File: src/rtl/fifo_wr_arbiter.sv
// Round-robin arbiter sharing one FIFO write port between NUM_REQ producers.
// A grant lasts for up to BURST_LEN accepted beats. Each new grant costs one
// IDLE arbitration cycle. A full FIFO stalls the burst without using up beats.
module fifo_wr_arbiter #(
    parameter int unsigned NUM_REQ   = 4,
    parameter int unsigned DATA_W    = 4,
    parameter int unsigned BURST_LEN = 4
) (
    input  logic                         clk,
    input  logic                         reset,
    input  logic [NUM_REQ-1:0]           req,
    input  logic [NUM_REQ*DATA_W-1:0]    wdata,
    output logic [NUM_REQ-1:0]           ack,
    input  logic                         fifo_full,
    output logic                         fifo_wr_en,
    output logic [DATA_W-1:0]            fifo_wdata,
    output logic                         busy,
    output logic [$clog2(NUM_REQ)-1:0]   gnt_id
);

    localparam int unsigned ID_W  = $clog2(NUM_REQ);
    localparam int unsigned CNT_W = $clog2(BURST_LEN + 1);

    localparam logic [ID_W-1:0]  LAST_ID   = ID_W'(NUM_REQ - 1);
    localparam logic [CNT_W-1:0] LAST_BEAT = CNT_W'(BURST_LEN - 1);

    typedef enum logic [0:0] {
        IDLE  = 1'b0,
        BURST = 1'b1
    } state_t;

    state_t            state_q, state_d;
    logic [CNT_W-1:0]  beat_cnt_q, beat_cnt_d;
    logic [ID_W-1:0]   gnt_q, gnt_d;

    logic [ID_W-1:0]   rr_winner;
    logic              rr_found;
    logic [DATA_W-1:0] owner_data;

    // Round-robin scan: first requester after the last owner, wrapping at NUM_REQ
    always_comb begin
        int unsigned idx;
        rr_winner = gnt_q;
        rr_found  = 1'b0;
        idx       = 0;
        for (int unsigned k = 1; k <= NUM_REQ; k++) begin
            idx = (32'(gnt_q) + k) % NUM_REQ;
            if (!rr_found && req[ID_W'(idx)]) begin
                rr_winner = ID_W'(idx);
                rr_found  = 1'b1;
            end
        end
    end

    // State, beat counter and grant pointer registers
    always_ff @(posedge clk or posedge reset) begin
        if (reset) begin
            state_q    <= IDLE;
            beat_cnt_q <= '0;
            gnt_q      <= LAST_ID;
        end else begin
            state_q    <= state_d;
            beat_cnt_q <= beat_cnt_d;
            gnt_q      <= gnt_d;
        end
    end

    // Next-state logic: grant in IDLE, count/stall/release in BURST
    always_comb begin
        state_d    = state_q;
        beat_cnt_d = beat_cnt_q;
        gnt_d      = gnt_q;
        case (state_q)
            IDLE: begin
                if (rr_found) begin
                    gnt_d      = rr_winner;
                    beat_cnt_d = '0;
                    state_d    = BURST;
                end
            end
            BURST: begin
                if (fifo_wr_en) begin
                    if (beat_cnt_q == LAST_BEAT) begin
                        beat_cnt_d = '0;
                        state_d    = IDLE;
                    end else begin
                        beat_cnt_d = beat_cnt_q + CNT_W'(1);
                    end
                end else if (!req[gnt_q]) begin
                    state_d = IDLE;
                end
            end
            default: state_d = IDLE;
        endcase
    end

    // Owner's data slice and per-producer ack decode
    always_comb begin
        owner_data = '0;
        ack        = '0;
        for (int unsigned i = 0; i < NUM_REQ; i++) begin
            if (gnt_q == ID_W'(i)) begin
                owner_data = wdata[i*DATA_W +: DATA_W];
                ack[i]     = fifo_wr_en;
            end
        end
    end

    assign fifo_wr_en = (state_q == BURST) && req[gnt_q] && !fifo_full;
    assign fifo_wdata = (state_q == BURST) ? owner_data : '0;
    assign busy       = (state_q == BURST);
    assign gnt_id     = gnt_q;

endmodule

File: config.mk
export PLATFORM = sky130hd
export DESIGN_NAME = fifo_wr_arbiter
export DESIGN_NICKNAME = d
export VERILOG_FILES = /design/src/rtl/fifo_wr_arbiter.sv
export SDC_FILE = /design/constraint.sdc
export NUM_CORES = 1
export LEC_CHECK = 0
export BUFFER_PORTS_ARGS = -buffer_cell sky130_fd_sc_hd__buf_2
export CAP_MARGIN = 25
export CORE_ASPECT_RATIO = 0.75
export CORE_MARGIN = 4
export CORE_UTILIZATION = 41
export DETAILED_ROUTE_END_ITERATION = 10
export GPL_ROUTABILITY_DRIVEN = 0
export PLACE_DENSITY_LB_ADDON = 0.1
export SYNTH_ARGS = -nofsm -noshare
export SYNTH_HDL_FRONTEND = slang
export SYNTH_SLANG_ARGS = --single-unit
File: constraint.sdc
create_clock -name clk -period 2.3 [get_ports clk]
set_clock_uncertainty 0.15 [all_clocks]
set_input_delay 0 -clock clk [delete_from_list [all_inputs] [get_ports clk]]
set_output_delay 0 -clock clk [all_outputs]
set_load 0.01 [all_outputs]
---- Word level (Yosys, flattened, before mapping) ----
Index checks and enable logic that the tools add are counted.
word-level totals
  register bits ........................... 6
  bits of input ports ..................... 23
  output and inout bits ................... 12
  logic and storage cells ................. 69
operators by class
  add/subtract/negate cells ............... 5
  $lt $le $gt $ge ......................... 5
  eq/ne operators ......................... 6
  muxes and demuxes ....................... 36
  bitwise logic cells ..................... 1
  reduce and logical (&&, ||, !) cells .... 13
operators with widths
  operator                                                               number
  4-bit 2-to-1 mux                                                       5
  1-bit 2-to-1 mux                                                       17
  2-bit by 3-bit < comparator with 1-bit output, second input constant   5
  1-bit binary-select mux with 2-bit select                              5
  3-bit 2-to-1 mux                                                       3
  2-bit 2-to-1 mux                                                       4
  3-bit one-hot mux with 2 select lines                                  1
  1-bit logical AND                                                      5
  2-bit by 1-bit adder with 2-bit output, second input constant          2
  2-bit adder, second input constant                                     2
  2-bit equality test, second input constant                             2
  1-bit zero test                                                        4
  2-bit != test, second input constant                                   2
  4-bit nonzero test                                                     1
  3-bit by 1-bit adder with 3-bit output, second input constant          1
  3-bit by 2-bit equality test with 1-bit output, second input constant  1
  3-bit AND reduction                                                    1
  2-bit by 1-bit equality test with 1-bit output, second input constant  1
  2-bit zero test                                                        1
  1-bit one-hot mux with 2 select lines                                  1
  2-bit AND reduction                                                    1
  1-bit inverter                                                         1

---- Longest topological paths before layout ----
  depth in word-level cells ............... 15
  mapped depth ............................ 7
  mapped depth without buffers ............ 6

---- Worst setup path before layout ----
No wires, ideal clock.
  kind .................................... reg2reg
  from .................................... reg gnt_q[0] (netlist: gnt_id[0])
  to ...................................... reg beat_cnt_q[0]
  setup time .............................. 64 ps
  arrival time ............................ 2014 ps
  required time ........................... 2086 ps
  setup slack ............................. 72 ps
  cell stages (with the launch flop) ...... 7
  path buffers ............................ 1
  clock period less this slack ............ 2228 ps
  cell sequence ........................... dfstp_2 > buf_6 > inv_1 > ha_1 > mux4_2 > nor4_2 > a22o_2
between the ends
  word-level cells in the longest chain between the ends .. 15
  elaborated cells between the ends (all ways) .. 29
  classes of those cells .................. 4 x add/sub; 2 x eq/ne; 14 x mux; 9 x reduce/logical
ends and longest elaborated chain
  element                                    RTL line  source
  start, declared                            34        logic [ID_W-1:0] gnt_q, gnt_d;
  start signal, assigned                     64        gnt_q <= gnt_d;
  2-bit by 1-bit adder with 2-bit output     47        idx = (32'(gnt_q) + k) % NUM_REQ;
  1-bit binary-select mux with 2-bit select  48        if (!rr_found && req[ID_W'(idx)]) begin
  1-bit 2-to-1 mux (not written as such)     48
  1-bit 2-to-1 mux                           48
  1-bit zero test                            48
  1-bit logical AND                          48
  1-bit 2-to-1 mux                           48
  1-bit zero test                            48
  1-bit logical AND                          48
  1-bit 2-to-1 mux                           48
  1-bit zero test                            48
  1-bit logical AND                          48
  1-bit 2-to-1 mux                           48
  2-bit != test (no line)                    -
  2-bit AND reduction (no line) (*)          -
  end signal, assigned                       63        beat_cnt_q <= beat_cnt_d;
  end, declared                              33        logic [CNT_W-1:0] beat_cnt_q, beat_cnt_d;
Every way passes the cells marked *; elsewhere a longest branch is shown, timed or not. The select of a mux whose other input is x is not followed.
A chain may end at the register's enable or synchronous reset.

---- Worst setup path in the final report ----
  from .................................... reg gnt_q[1] (netlist: gnt_id[1])
  to ...................................... out fifo_wdata[1]
between the ends
  word-level cells in the longest chain between the ends .. 6
  elaborated cells between the ends (all ways) .. 9
  classes of those cells .................. 3 x eq/ne; 5 x mux; 1 x reduce/logical
ends and longest elaborated chain
  element                         RTL line  source
  2-bit zero test                 102       if (gnt_q == ID_W'(i)) begin
  4-bit 2-to-1 mux (3 in series)  102
  4-bit 2-to-1 mux (*)            102
  4-bit 2-to-1 mux (*)            110       assign fifo_wdata = (state_q == BURST) ? owner_data : '0;
  end, declared                   16        output logic [DATA_W-1:0] fifo_wdata,
Every way passes the cells marked *; elsewhere a longest branch is shown, timed or not.

==> results.cfg <==
[run_status]
status = completed

[drt]
wl_met2_um = 794
post-route-drc-count = 0
wl_um = 1880
num_vias = 762
antenna_left = 0
wl_met1_um = 883
wl_per_cell_um = 13.2
drt-initial-drc-count = 23
routed-wl-met3_um = 165
dr.pass1.iters = 4
viasPerCell = 5.37
top_layer = met4

[power_and_ir_drop]
power_frac_clock_pct = 8.5
p_leak_nw = 0.537
power_density_nw_per_um2 = 1330
p_switching_mw = 0.619
seqPwrFrac_pct = 16.8
cell_internal_pwr_mw = 0.739
sw_frac_of_total_pct = 45.6
pwr-share-comb_pct = 74.8
peakVddDrop_v = 0.000804

[finish]
fin_nets = 149
fillers = 167
drive_gt1_share_pct = 44.2
n_antenna_cell = 0
areaGrowthSynthToFinish_pct = 37.4

[placed_design]
pre_cts_ws_ns = 0.0590
io_buffer_count = 34
hpwl_um = 1470

[clocking]
path_clk_slew_ns = 0.06
clkLatencyLatePin_ns = 0.26
cts.sinks = 6
cts_tree = yes
ctsHtreeMaxLevel = 1
clock_path_buffers = 2
cts_made_buffers = 3
clockRootBuffer = clkbuf_4

[synthesis]
synth_edf_count = 0
yosys-top-cells-count = inv_1, nand2_1
yosysTopAreaCell = dfrtp_1
synth_top_area_share_pct = 13.4
synth_cell_types = 32
ys_seq_elements = 6
yosys_warnings = 0
avgSynthCellArea_um2 = 9.44
synth.area.top_cells = dfrtp_1, ha_1, dfstp_2
synth_nets = 107
synthesis.area_um2 = 746
async_flop_share_pct = 100
yosysSeqAreaShare_pct = 20.5
ys.flop_type = dfrtp_1
yosysMostFrequentCell = inv_1
syn-instance-count = 79

[grt]
grtUsageTotal_pct = 16.1
grt_antenna_before_repair = 0
grt_pass1_wl_um = 3130
grt_max_degree = 18
grt_pass1_vias = 700
overflow = 0

[floorplan]
die_width_um = 57.2
start_util_pct = 43.3
ios = 35
dieArea_um2 = 2570
core-area_um2 = 1720
die_h_um = 44.9
fp-row-count = 13

[timing]
setup_slack_ns = 0.0775
hold_ws_ns = 0.0350
setup-tns-final_ns = 0
hold_viol = 0
drv_slew = 0
fmax_mhz = 450
fin_crit_ns = 2.22
slew_headroom_pct = 75.0
max_slew.worst_pin.slew_ns = 0.365
rsz0062_at_grt = yes
setup-violations-final = 0
finalCritPeriodShare_pct = 96.6

[critical_path]
cp_data_required_time_ns = 2.15
end_kind = output pin
worstSetupStartpointType = flop
criticalPathCategory = flop to output pin
critPathArrivalTime_ns = 2.07
worstPathMaxFanout = 9

[min_path]
hold_class = primary input to asynchronous set/reset pin

[job]
maxCapViolCount = 0
==> final timing paths <==
path | slack (ns) | endpoint | from | depth (start not counted)
min in group clk | 0.14 | busy | req[1] | 4
worst min register to register | 0.34 | beat_cnt_q[2] | beat_cnt_q[2] | 1
worst max-delay path | 0.08 | fifo_wdata[1] | gnt_id[1] | 8
worst min-delay path | 0.04 | beat_cnt_q[2] | reset | 3
worst max register to register | 0.09 | gnt_id[1] | gnt_id[1] | 5
max in group asynchronous | 1.70 | gnt_id[1] | reset | 3
==> critical path, stage by stage (launching register included) <==
cell and delay (ns):
dfstp_2 0.59, inv_1 0.09, buf_4 0.17, ha_4 0.19, nor2b_1 0.11, a221oi_1 0.08, a211o_1 0.27, a21boi_0 0.17
buf_2 0.16
==> power by group through the flow <==
stage	combinational [mW]	clock (mW)	sequential (mW)
CTS	0.947	0.117	0.230
finish	1.02	0.115	0.228
detailed placement	0.935	0	0.231
global route	1.12	0.124	0.241
floorplan	0.693	0	0.221
global placement	0.923	0	0.230
==> what timing repair did <==
item                                    4_1_cts  5_1_grt
pin swaps                                     0        0
resized for setup                             1        6
endpoints found under the setup margin        4       12
hold endpoints to repair                      7        0
hold buffers                                  2        0
setup buffers                                 0        2
==> placed cells by master (no fill, tap or decap), types with 2 or more instances in the layout <==
cell type,Yosys,routed
dlygate4sd3_1,0,2
nand2_1,6,6
dfstp_2,2,2
mux4_1,2,2
a221oi_1,5,5
and3_1,4,4
mux4_2,2,2
mux2i_1,2,2
ha_1,5,4
dfrtp_1,4,4
a21boi_1,0,3
o21ai_0,3,3
buf_4,0,6
inv_1,9,9
nor2b_1,5,4
a211o_1,4,4
clkbuf_4,0,3
a21boi_0,5,2
buf_2,0,34
==> logic make-up (layout without fill, tap and decap cells) <==
| logic type | after synthesis | in the layout | share of synthesized area, % |
|---|---|---|---|
| AO/OA/AOI/OAI | 25 | 25 | 26.8 |
| adder cells (fa/ha/maj) | 5 | 5 | 8.39 |
| multiplexers | 7 | 7 | 17.8 |
| flip-flops | 6 | 6 | 20.5 |
| buffers and inverters | 14 | 55 | 9.06 |
| XOR/XNOR | 1 | 1 | 1.17 |
| AND/OR/NAND/NOR | 21 | 21 | 16.3 |
==> layer usage <==
layer	track usage [%]	vias up
met5	0	-
met4	8.33	0
met3	4.57	5
met2	23.5	29
met1	21.8	347
li1	-	381
==> per-stage QoR <==
stage | area (µm²) | cells | power, mW | utilization, %
global route | 1020 | 142 | 1.48 | 59.4
floorplan | 746 | 79 | 0.914 | -
detailed placement | 940 | 134 | 1.17 | 54.5
global placement | 940 | 134 | 1.15 | 54.5
finish | 1020 | 142 | 1.36 | 59.4
CTS | 988 | 140 | 1.29 | 57.3
==> cell type report <==
class                   count  area [µm²]  area share, %
clock buffers               4        26.3           2.56
inverters                   9        33.8           3.30
multi-input cells          59         549           53.6
flip-flops and latches      6         153           14.9
well taps                  22        27.5           2.69
repair buffers             42         235           23.0
==> sequential cells by signal, indices dropped and copies added, names as in the netlist <==
name / cells
busy: 1
beat_cnt_q: 3
gnt_id: 2
Power figures use the tool's default switching activity.
